[src/rtl/multdiv_pkg.sv]
// Shared types and constants for the iterative multiply/divide unit.
package multdiv_pkg;

    localparam int unsigned MUL_ITERS = 16;
    localparam int unsigned DIV_ITERS = 32;
    localparam int unsigned CNT_W     = 6;

    typedef enum logic [2:0] {
        IDLE,
        MUL,
        DIV,
        FIX,
        DONE
    } state_e;

    // Radix-4 Booth partial-product selection.
    typedef enum logic [2:0] {
        ZERO,
        PLUS1,
        PLUS2,
        MINUS1,
        MINUS2
    } booth_sel_e;

endpackage

[src/rtl/multdiv_booth_recoder.sv]
// Radix-4 modified Booth recoder: maps {b[i+1], b[i], b[i-1]} to a multiple of M.
module booth_recoder
    import multdiv_pkg::*;
(
    input  logic [2:0] bits,
    output booth_sel_e sel_c
);

    // Recode the overlapping bit triple into 0, +/-M or +/-2M.
    always_comb begin
        sel_c = ZERO;
        case (bits)
            3'b000:  sel_c = ZERO;
            3'b001:  sel_c = PLUS1;
            3'b010:  sel_c = PLUS1;
            3'b011:  sel_c = PLUS2;
            3'b100:  sel_c = MINUS2;
            3'b101:  sel_c = MINUS1;
            3'b110:  sel_c = MINUS1;
            3'b111:  sel_c = ZERO;
            default: sel_c = ZERO;
        endcase
    end

endmodule

[src/rtl/multdiv.sv]
// Iterative signed multiply (radix-4 Booth) / divide (non-restoring) unit.
module multdiv
    import multdiv_pkg::*;
#(
    parameter int unsigned WIDTH = 32
) (
    input  logic             clock,
    input  logic             reset,
    input  logic             ctrl_MULT,
    input  logic             ctrl_DIV,
    input  logic [WIDTH-1:0] data_operandA,
    input  logic [WIDTH-1:0] data_operandB,
    output logic [WIDTH-1:0] data_result,
    output logic             data_exception,
    output logic             data_resultRDY,
    output logic             busy
);

    localparam int unsigned ACC_W  = WIDTH + 2;
    localparam int unsigned PROD_W = ACC_W + WIDTH + 1;

    state_e           state;
    state_e           state_next;
    logic [CNT_W-1:0] count;

    logic             start_mul;
    logic             start_div;
    logic             start;
    logic             div_by_zero_c;
    logic             div_ovf_c;

    // Multiply datapath: {acc, mplr, qm1} forms the Booth product register.
    logic [ACC_W-1:0] acc;
    logic [WIDTH-1:0] mplr;
    logic             qm1;
    logic [WIDTH-1:0] mcand;

    // Divide datapath: partial remainder, dividend/quotient shift register, divisor magnitude.
    logic [ACC_W-1:0] rem;
    logic [WIDTH-1:0] quo;
    logic [WIDTH-1:0] dvsr;
    logic             neg_q;
    logic             div_zero;
    logic             div_ovf;
    logic             op_div;

    booth_sel_e              sel_c;
    logic [ACC_W-1:0]        m_ext_c;
    logic [ACC_W-1:0]        addend_c;
    logic [ACC_W-1:0]        acc_sum_c;
    logic signed [PROD_W-1:0] prod_shift_c;
    logic [ACC_W-1:0]        d_ext_c;
    logic [ACC_W-1:0]        rem_shift_c;
    logic [ACC_W-1:0]        rem_next_c;
    logic [WIDTH-1:0]        abs_a_c;
    logic [WIDTH-1:0]        abs_b_c;
    logic [WIDTH:0]          prod_hi_c;

    // MULT has priority when both start pulses arrive together.
    assign start_mul     = ctrl_MULT;
    assign start_div     = ctrl_DIV & ~ctrl_MULT;
    assign start         = ctrl_MULT | ctrl_DIV;
    assign div_by_zero_c = (data_operandB == '0);
    assign div_ovf_c     = (data_operandA == {1'b1, {(WIDTH-1){1'b0}}}) & (&data_operandB);

    assign abs_a_c = data_operandA[WIDTH-1] ? (~data_operandA + WIDTH'(1)) : data_operandA;
    assign abs_b_c = data_operandB[WIDTH-1] ? (~data_operandB + WIDTH'(1)) : data_operandB;

    booth_recoder u_booth_recoder (
        .bits  ({mplr[1:0], qm1}),
        .sel_c (sel_c)
    );

    assign m_ext_c = {{2{mcand[WIDTH-1]}}, mcand};

    // Select the Booth partial product for this iteration.
    always_comb begin
        addend_c = '0;
        case (sel_c)
            ZERO:    addend_c = '0;
            PLUS1:   addend_c = m_ext_c;
            PLUS2:   addend_c = m_ext_c << 1;
            MINUS1:  addend_c = ~m_ext_c + ACC_W'(1);
            MINUS2:  addend_c = ~(m_ext_c << 1) + ACC_W'(1);
            default: addend_c = '0;
        endcase
    end

    assign acc_sum_c    = acc + addend_c;
    assign prod_shift_c = $signed({acc_sum_c, mplr, qm1}) >>> 2;
    assign prod_hi_c    = {acc[WIDTH-1:0], mplr[WIDTH-1]};

    // Non-restoring step: subtract on a non-negative remainder, add back otherwise.
    assign d_ext_c     = {2'b00, dvsr};
    assign rem_shift_c = {rem[ACC_W-2:0], quo[WIDTH-1]};
    assign rem_next_c  = rem[ACC_W-1] ? (rem_shift_c + d_ext_c) : (rem_shift_c - d_ext_c);

    // Next-state logic; a start pulse restarts from any state.
    always_comb begin
        state_next = state;
        case (state)
            IDLE:    state_next = IDLE;
            MUL:     if (count == CNT_W'(MUL_ITERS - 1)) state_next = FIX;
            DIV:     if (count == CNT_W'(DIV_ITERS - 1)) state_next = FIX;
            FIX:     state_next = DONE;
            DONE:    state_next = IDLE;
            default: state_next = IDLE;
        endcase
        if (start_mul) begin
            state_next = MUL;
        end else if (start_div) begin
            state_next = div_by_zero_c ? FIX : DIV;
        end
    end

    // State register, iteration counter and registered status outputs.
    always_ff @(posedge clock or posedge reset) begin
        if (reset) begin
            state          <= IDLE;
            count          <= '0;
            busy           <= 1'b0;
            data_resultRDY <= 1'b0;
        end else begin
            state          <= state_next;
            busy           <= (state_next != IDLE);
            data_resultRDY <= (state_next == DONE);
            if (start) begin
                count <= '0;
            end else if ((state == MUL) || (state == DIV)) begin
                count <= count + CNT_W'(1);
            end
        end
    end

    // Operand capture, iteration datapath and final result correction.
    always_ff @(posedge clock or posedge reset) begin
        if (reset) begin
            acc            <= '0;
            mplr           <= '0;
            qm1            <= 1'b0;
            mcand          <= '0;
            rem            <= '0;
            quo            <= '0;
            dvsr           <= '0;
            neg_q          <= 1'b0;
            div_zero       <= 1'b0;
            div_ovf        <= 1'b0;
            op_div         <= 1'b0;
            data_result    <= '0;
            data_exception <= 1'b0;
        end else if (start_mul) begin
            acc    <= '0;
            mplr   <= data_operandB;
            qm1    <= 1'b0;
            mcand  <= data_operandA;
            op_div <= 1'b0;
        end else if (start_div) begin
            rem      <= '0;
            quo      <= abs_a_c;
            dvsr     <= abs_b_c;
            neg_q    <= data_operandA[WIDTH-1] ^ data_operandB[WIDTH-1];
            div_zero <= div_by_zero_c;
            div_ovf  <= div_ovf_c;
            op_div   <= 1'b1;
        end else begin
            case (state)
                MUL: begin
                    acc  <= ACC_W'(prod_shift_c[PROD_W-1 -: ACC_W]);
                    mplr <= prod_shift_c[WIDTH:1];
                    qm1  <= prod_shift_c[0];
                end
                DIV: begin
                    rem <= rem_next_c;
                    quo <= {quo[WIDTH-2:0], ~rem_next_c[ACC_W-1]};
                end
                FIX: begin
                    if (op_div) begin
                        if (rem[ACC_W-1]) begin
                            rem <= rem + d_ext_c;
                        end
                        if (div_zero) begin
                            data_result <= '0;
                        end else begin
                            data_result <= neg_q ? (~quo + WIDTH'(1)) : quo;
                        end
                        data_exception <= div_zero | div_ovf;
                    end else begin
                        data_result    <= mplr;
                        data_exception <= ~((&prod_hi_c) | ~(|prod_hi_c));
                    end
                end
                default: ;
            endcase
        end
    end

endmodule
[config.mk]
export PLATFORM = sky130hd
export DESIGN_NAME = multdiv
export DESIGN_NICKNAME = d
export VERILOG_FILES = /design/src/rtl/multdiv_pkg.sv /design/src/rtl/multdiv_booth_recoder.sv /design/src/rtl/multdiv.sv
export SDC_FILE = /design/constraint.sdc
export NUM_CORES = 1
export LEC_CHECK = 0
export CORE_UTILIZATION = 56
export DETAILED_ROUTE_END_ITERATION = 10
export GPL_ROUTABILITY_DRIVEN = 0
export GPL_TIMING_DRIVEN = 1
export MAX_ROUTING_LAYER = met4
export PLACE_DENSITY = 0.78
export SETUP_SLACK_MARGIN = 0.4
export SYNTH_ARGS = -nofsm -noshare
export SYNTH_HDL_FRONTEND = slang
export SYNTH_SLANG_ARGS = --single-unit
[constraint.sdc]
create_clock -name clock -period 7.49 [get_ports clock]
set_clock_uncertainty 0.15 [all_clocks]
set_input_delay 0.749 -clock clock [delete_from_list [all_inputs] [get_ports clock]]
set_output_delay 0.749 -clock clock [all_outputs]
set_load 0.01 [all_outputs]
==> reports/summary.json, run 1 <==
{
  "clkLatencyLatePin": {"value": 0.58, "unit": "ns"},
  "root_driver": {"value": "clkbuf_16"},
  "route.top_layer_used": {"value": "met4"},
  "synth_enable_flop_cells": {"value": 0},
  "quantity_of_i_o_buffers_inserted_on_ports": {"value": 102},
  "ys_seq_elements": {"value": 243},
  "insertedDiodeCount": {"value": 0},
  "num-fill-cells": {"value": 2744},
  "route.detailed.drc": {"value": 0},
  "critical_path.startpoint_type": {"value": "flip-flop"},
  "detail_route.wirelength.met1": {"value": 23700, "unit": "um"},
  "max-slew-margin-rel": {"value": 0.210},
  "most_used_cell_cp": {"value": "nor3_1"},
  "syn_nets": {"value": 2414},
  "finalMaxSlewViolations": {"value": 0},
  "synth_sequential_area_ratio": {"value": 0.323},
  "max-clock-path-buffers": {"value": 3},
  "post_synth_num_cell_types": {"value": 77},
  "avgViaCountPerCell": {"value": 6.65},
  "tightestPinTransition": {"value": 1.18, "unit": "ns"},
  "setup_ws": {"value": 2.01, "unit": "ns"},
  "post_cts_resized": {"value": 0},
  "cp_slowest_stage_delay": {"value": 0.61, "unit": "ns"},
  "antenna_left": {"value": 0},
  "worst_setup_path_class": {"value": "flip-flop to flip-flop"},
  "pre_cts_slack": {"value": 2.14, "unit": "ns"},
  "rows": {"value": 66},
  "layout.core_utilization": {"value": 0.645},
  "dr.pass1.iters": {"value": 8},
  "power.density_cell_area": {"value": 315, "unit": "nW/um^2"},
  "leakagePower": {"value": 0.00878, "unit": "uW"},
  "synth_cells": {"value": 2236},
  "fin_tns_setup": {"value": 0, "unit": "ns"},
  "clock_sinks": {"value": 243},
  "tritoncts_buffers": {"value": 29},
  "holdCritPathClass": {"value": "primary input to asynchronous set/reset pin"},
  "area_delta_synth_final": {"value": 12.2, "unit": "%"},
  "antenna_violations_before_repair": {"value": 0},
  "dr_wl_met3": {"value": 4340, "unit": "um"},
  "routed_wire_length_per_instance": {"value": 20.7, "unit": "um"},
  "max_clock_freq": {"value": 183, "unit": "MHz"},
  "clock_tree_from_tritoncts": {"value": "yes"},
  "boundaryPins": {"value": 103},
  "die_y": {"value": 185, "unit": "um"},
  "multi_input_gate_area": {"value": 12100, "unit": "um^2"},
  "hold_violations": {"value": 0},
  "cts.hold.buffers_added": {"value": 0},
  "global_route_wire_length_before_repair": {"value": 90700, "unit": "um"},
  "rsz_0062_raised_after_global_routing": {"value": "false"},
  "drive_above_1_share": {"value": 0.0554},
  "wl_met2": {"value": 26500, "unit": "um"},
  "status": {"value": "finished, final reports clean"},
  "final_min_period_over_clock_period": {"value": 0.731},
  "via_count_of_the_first_global_routing_pass": {"value": 17000},
  "path_max_fanout": {"value": 8},
  "die_area": {"value": 34400, "unit": "um^2"},
  "detailed_place_hpwl": {"value": 40000, "unit": "um"},
  "category_of_cells_accounting_for_the_largest_share_of_critical_path_delay": {"value": "simple AND/OR/NAND/NOR gates"},
  "synth_async_sr_flop_share": {"value": 1.00},
  "ir_drop": {"value": 0.193, "unit": "mV"},
  "start_util": {"value": 0.574},
  "critPathBufInv": {"value": 1},
  "design.core.area": {"value": 32800, "unit": "um^2"},
  "cp-end-kind": {"value": "flip-flop"},
  "finalNetCount": {"value": 2448},
  "count_of_routing_violations_after_the_opening_detailed_route_iteration": {"value": 2136},
  "fp.dieW": {"value": 185, "unit": "um"},
  "cts_post_setup_buffers_inserted": {"value": 0},
  "mappedNetlistArea": {"value": 18800, "unit": "um^2"},
  "cts_max_level": {"value": 1},
  "worstPathArrival": {"value": 5.83, "unit": "ns"},
  "sequential_cell_area": {"value": 6080, "unit": "um^2"},
  "grt_max_degree": {"value": 170},
  "clk_transition_reported_paths": {"value": 0.06, "unit": "ns"},
  "gr-total-overflow": {"value": 0},
  "totalWireLength": {"value": 56500, "unit": "um"},
  "yosysWarningCount": {"value": 0},
  "crit_path_top_delay_cell": {"value": "nor4b_1"},
  "worstPathCellList": {"value": "inv_1 -> ha_1 -> nor4b_1 -> nand4bb_1 -> nor3_1 -> nand2_1 -> nor3_1 -> nor3_1 -> a221oi_1 -> nand2_1 -> ha_1 -> a21oi_1 -> nor2b_1 -> a41oi_1 -> o2111ai_1 -> nand3_1 -> mux4_1 -> o211ai_2"},
  "synth_area_per_cell": {"value": 8.42, "unit": "um^2"},
  "worstPathRequired": {"value": 7.84, "unit": "ns"},
  "setup_viol_count_final": {"value": 0},
  "postSynth.topFlopCell": {"value": "dfrtp_1"},
  "detailroute.via_count": {"value": 18200},
  "combined_global_route_utilization_of_all_metal_layers": {"value": 0.339},
  "final_period_minus_worst_setup_slack": {"value": 5.48, "unit": "ns"},
  "count_of_maximum_capacitance_violations": {"value": 0}
}
area by class of cell:
cell class / instances / share of cell area
multi-input combinational: 1817 / 0.573
clock inverter: 11 / 0.00829
tap: 442 / 0.0262
sequential: 243 / 0.288
inverter: 62 / 0.0112
timing repair buffer: 117 / 0.0541
clock buffer: 42 / 0.0400
cell usage after synthesis (43+ instances only):
cell,count,area (um^2)
a221oi_1,46,403
o21ai_0,232,1160
dfrtp_1,243,6080
xnor2_1,114,998
inv_1,60,225
a21oi_1,121,606
a22o_1,43,377
clkbuf_1,92,345
nor3_1,59,295
nand2_1,238,893
nor2_1,181,679
xor2_1,102,893
ha_1,107,1340
routing by layer:
layer,vias to the layer above,track usage
met1,8821,0.444
li1,8348,-
met4,0,0.111
met3,171,0.0503
met2,843,0.538
met5,-,-
worst register-to-register path: stages, from the launching register on:
cell and delay [ns]:
dfrtp_1 0.41, inv_1 0.12, ha_1 0.27, nor4b_1 0.61
nand4bb_1 0.38, nor3_1 0.41, nand2_1 0.19, nor3_1 0.61
nor3_1 0.10, a221oi_1 0.24, nand2_1 0.09, ha_1 0.38
a21oi_1 0.20, nor2b_1 0.08, a41oi_1 0.22, o2111ai_1 0.16
nand3_1 0.13, mux4_1 0.57, o211ai_2 0.08
cell families (layout without fill, tap and decap cells):
| family | Yosys count | after routing | synth area share |
|---|---|---|---|
| compound gates | 714 | 714 | 0.249 |
| simple gates | 708 | 708 | 0.178 |
| flops | 243 | 243 | 0.323 |
| xor+xnor | 216 | 216 | 0.100 |
| buf+inv | 176 | 232 | 0.0357 |
| fa+ha+maj | 110 | 110 | 0.0743 |
| mux | 69 | 69 | 0.0398 |
cells in the final DEF, fill, tap and decap left out, drive strengths merged, types with 60 or more instances in the layout:
cell | Yosys | layout
xor2 | 102 | 102
inv | 60 | 60
ha | 107 | 107
o21ai | 234 | 234
a21oi | 121 | 121
nand2 | 239 | 239
clkdlybuf4s50 | 0 | 101
dfrtp | 243 | 243
nor2 | 181 | 181
xnor2 | 114 | 114
nor3 | 60 | 60
through the flow:
stage | power (uW) | hold WS [ns] | area [um^2] | instances
after floorplan | 4210 | 0.295 | 18800 | 2236
after global placement | 4950 | 0.317 | 20100 | 2681
after detailed placement | 5050 | 0.324 | 20100 | 2681
after CTS | 6590 | 0.289 | 21100 | 2734
after global routing | 7070 | 0.307 | 21100 | 2734
final | 6650 | 0.287 | 21100 | 2734
power by group:
group          switching (uW)  internal (uW)
Combinational            1820           1420
Clock                     600            920
Sequential                334           1560
Total                    2760           3890
state kept, by name, indices dropped and copies added (netlist names):
| name | flops |
|---|---|
| count | 6 |
| qm1 | 1 |
| quo | 32 |
| mplr | 32 |
| busy | 1 |
| data_exception | 1 |
| div_zero | 1 |
| neg_q | 1 |
| mcand | 32 |
| acc | 32 |
| data_result | 32 |
| div_ovf | 1 |
| op_div | 1 |
| dvsr | 32 |
| state | 3 |
| rem | 34 |
| data_resultRDY | 1 |
worst paths after layout:
check / from / endpoint / slack [ns] / depth (start not counted)
min: reset / rem[7] / 0.29 / 2
min reg2reg: data_result[22] / data_result[22] / 0.35 / 2
max in group asynchronous: reset / data_result[24] / 5.71 / 3
max: mcand[1] / acc[32] / 2.01 / 18
min in group clock: data_result[22] / data_result[22] / 0.35 / 2
max reg2reg: mcand[1] / acc[32] / 2.01 / 18
No activity file was read; power rests on OpenSTA's default activity.
==> inputs of run 2 (changes only) <==
- CORE_UTILIZATION: 56 -> 62
- PLACE_DENSITY: 0.78 -> 0.82
- clock period: 7.49 -> 5.75 ns (I/O delays scaled with it)
==> run 2 against run 1 <==
Highest routed layer unchanged; critical endpoint unchanged; sequential power up 30%; clock power up 34%; utilization up 6.8 points.
==> reports/summary.json, run 2 (synthesis gave the netlist of run 1 again) <==
{
  "fp.dieW": {"value": 176, "unit": "um"},
  "clock_sinks": {"value": 243},
  "worstPathRequired": {"value": 6.07, "unit": "ns"},
  "pre_cts_slack": {"value": 0.279, "unit": "ns"},
  "clock_tree_from_tritoncts": {"value": "yes"},
  "holdCritPathClass": {"value": "primary input to asynchronous set/reset pin"},
  "die_area": {"value": 31100, "unit": "um^2"},
  "route.detailed.drc": {"value": 0},
  "antenna_violations_before_repair": {"value": 0},
  "insertedDiodeCount": {"value": 0},
  "finalMaxSlewViolations": {"value": 0},
  "count_of_routing_violations_after_the_opening_detailed_route_iteration": {"value": 2548},
  "clkLatencyLatePin": {"value": 0.56, "unit": "ns"},
  "setup_viol_count_final": {"value": 0},
  "path_max_fanout": {"value": 7},
  "rows": {"value": 63},
  "max-slew-margin-rel": {"value": 0.204},
  "combined_global_route_utilization_of_all_metal_layers": {"value": 0.368},
  "max_clock_freq": {"value": 197, "unit": "MHz"},
  "global_route_wire_length_before_repair": {"value": 89600, "unit": "um"},
  "rsz_0062_raised_after_global_routing": {"value": "false"},
  "tightestPinTransition": {"value": 1.19, "unit": "ns"},
  "start_util": {"value": 0.632},
  "worst_setup_path_startpoint": {"value": "mcand[0]"},
  "worstPathCellList": {"value": "inv_1 -> ha_1 -> nor4b_4 -> nand2_1 -> or3_1 -> nor2b_1 -> a222oi_1 -> nand2_1 -> ha_1 -> a21oi_1 -> o21ai_0 -> a211oi_2 -> a31oi_2 -> o221ai_2 -> o2111ai_1 -> nand3_1 -> mux4_1 -> o211ai_2"},
  "antenna_left": {"value": 0},
  "quantity_of_i_o_buffers_inserted_on_ports": {"value": 102},
  "worst_setup_path_class": {"value": "flip-flop to flip-flop"},
  "tritoncts_buffers": {"value": 28},
  "fin_tns_setup": {"value": 0, "unit": "ns"},
  "cts_max_level": {"value": 1},
  "max_flop_register": {"value": "rem"},
  "gr-total-overflow": {"value": 0},
  "totalWireLength": {"value": 55700, "unit": "um"},
  "design.core.area": {"value": 29800, "unit": "um^2"},
  "cts_post_setup_buffers_inserted": {"value": 0},
  "layout.core_utilization": {"value": 0.712},
  "drive_above_1_share": {"value": 0.0652},
  "max-clock-path-buffers": {"value": 3},
  "die_y": {"value": 176, "unit": "um"},
  "cp-end-kind": {"value": "flip-flop"},
  "crit_path_top_delay_cell": {"value": "mux4_1"},
  "crit-reg2reg-launch": {"value": "mcand[0]"},
  "final_common_cell": {"value": "dfrtp_1"},
  "leakagePower": {"value": 0.00884, "unit": "uW"},
  "via_count_of_the_first_global_routing_pass": {"value": 17300},
  "clk_transition_reported_paths": {"value": 0.06, "unit": "ns"},
  "setup_ws": {"value": 0.672, "unit": "ns"},
  "critical_path.startpoint_type": {"value": "flip-flop"},
  "avgViaCountPerCell": {"value": 6.79},
  "power.density_cell_area": {"value": 411, "unit": "nW/um^2"},
  "status": {"value": "finished, final reports clean"},
  "dr.pass1.iters": {"value": 7},
  "mostFrequentLayoutCells": {"value": "243 x dfrtp_1, 238 x nand2_1, 232 x o21ai_0"},
  "area_delta_synth_final": {"value": 12.7, "unit": "%"},
  "hold_violations": {"value": 0},
  "cp_slowest_stage_delay": {"value": 0.57, "unit": "ns"},
  "grt_max_degree": {"value": 171},
  "hold_ws": {"value": 0.204, "unit": "ns"},
  "detailroute.via_count": {"value": 18300},
  "final_period_minus_worst_setup_slack": {"value": 5.08, "unit": "ns"},
  "ir_drop": {"value": 0.249, "unit": "mV"},
  "finalNetCount": {"value": 2457},
  "root_driver": {"value": "clkbuf_16"},
  "final_min_period_over_clock_period": {"value": 0.883},
  "detailed_place_hpwl": {"value": 39800, "unit": "um"},
  "cts.hold.buffers_added": {"value": 0},
  "worstPathArrival": {"value": 5.40, "unit": "ns"},
  "largest_register_ff_count": {"value": 34},
  "place.detailed.instances": {"value": 2639},
  "routed_wire_length_per_instance": {"value": 20.7, "unit": "um"},
  "boundaryPins": {"value": 103},
  "count_of_maximum_capacitance_violations": {"value": 0},
  "post_layout_cell_count": {"value": 2691}
}
[run 2: cell types whose count changed in the layout (fill, tap and decap cells not counted), moves of 2 or more]
| cell | previous run | this run |
|---|---|---|
| bufinv_16 | 4 | 7 |
| clkbuf_8 | 7 | 2 |
| nor3_1 | 59 | 57 |
| nor3_2 | 1 | 3 |
| clkbuf_1 | 6 | 2 |
| buf_4 | 15 | 25 |
| inv_6 | 0 | 3 |
[run 2: worst max-delay path: cells and delay by family (launching register included)]
kind | cells | cell delay [ns]
and+or+nand+nor | 6 | 1.31
buffers and inverters | 1 | 0.11
adders and majority gates | 2 | 0.62
muxes | 1 | 0.57
DFF | 1 | 0.41
AOI/OAI and AO/OA | 8 | 1.82
[run 2: area by class of cell]
| cell class | instances | area (um^2) |
|---|---|---|
| clock inverters | 20 | 309 |
| well taps | 390 | 488 |
| flip-flops and latches | 243 | 6080 |
| fillers | 2238 | 8570 |
| repair buffers | 127 | 1220 |
| inverters | 62 | 236 |
| clock buffers | 32 | 736 |
| multi-input cells | 1817 | 12200 |
[run 2: worst paths after layout]
check                                   to  slack, ns  cells past startpoint
setup reg to reg                   acc[32]       0.67                     18
hold / removal                   mcand[23]       0.20                      2
hold reg to reg            data_result[28]       0.36                      2
min in group clock         data_result[28]       0.36                      2
setup / recovery                   acc[32]       0.67                     18
max in group asynchronous  data_result[20]       4.03                      3
[run 2: power by group]
part / total [uW] / switching [uW] / leakage [uW] / internal [uW]
registers: 2460 / 436 / 0.00301 / 2030
clock network: 2030 / 785 / 0.000505 / 1240
logic: 4240 / 2370 / 0.00533 / 1870
total: 8730 / 3590 / 0.00884 / 5140
[run 2: what timing repair did]
| item | in CTS | in global routing |
|---|---|---|
| endpoints found under the setup margin | 1 | 6 |
| gates resized for setup | 1 | 10 |
| cloned | 0 | 0 |
[run 2: routing by layer]
metal,share of wire,GRT usage
met1,0.40,0.475
met2,0.47,0.583
met3,0.087,0.0575
met4,0.039,0.139
met5,0,-
[run 2: stage by stage]
stage	area, um^2	total power (uW)
finish	21200	8730
global route	21200	9290
CTS	21200	8660
detailed placement	20100	6590
global placement	20100	6440
floorplan	18800	5490
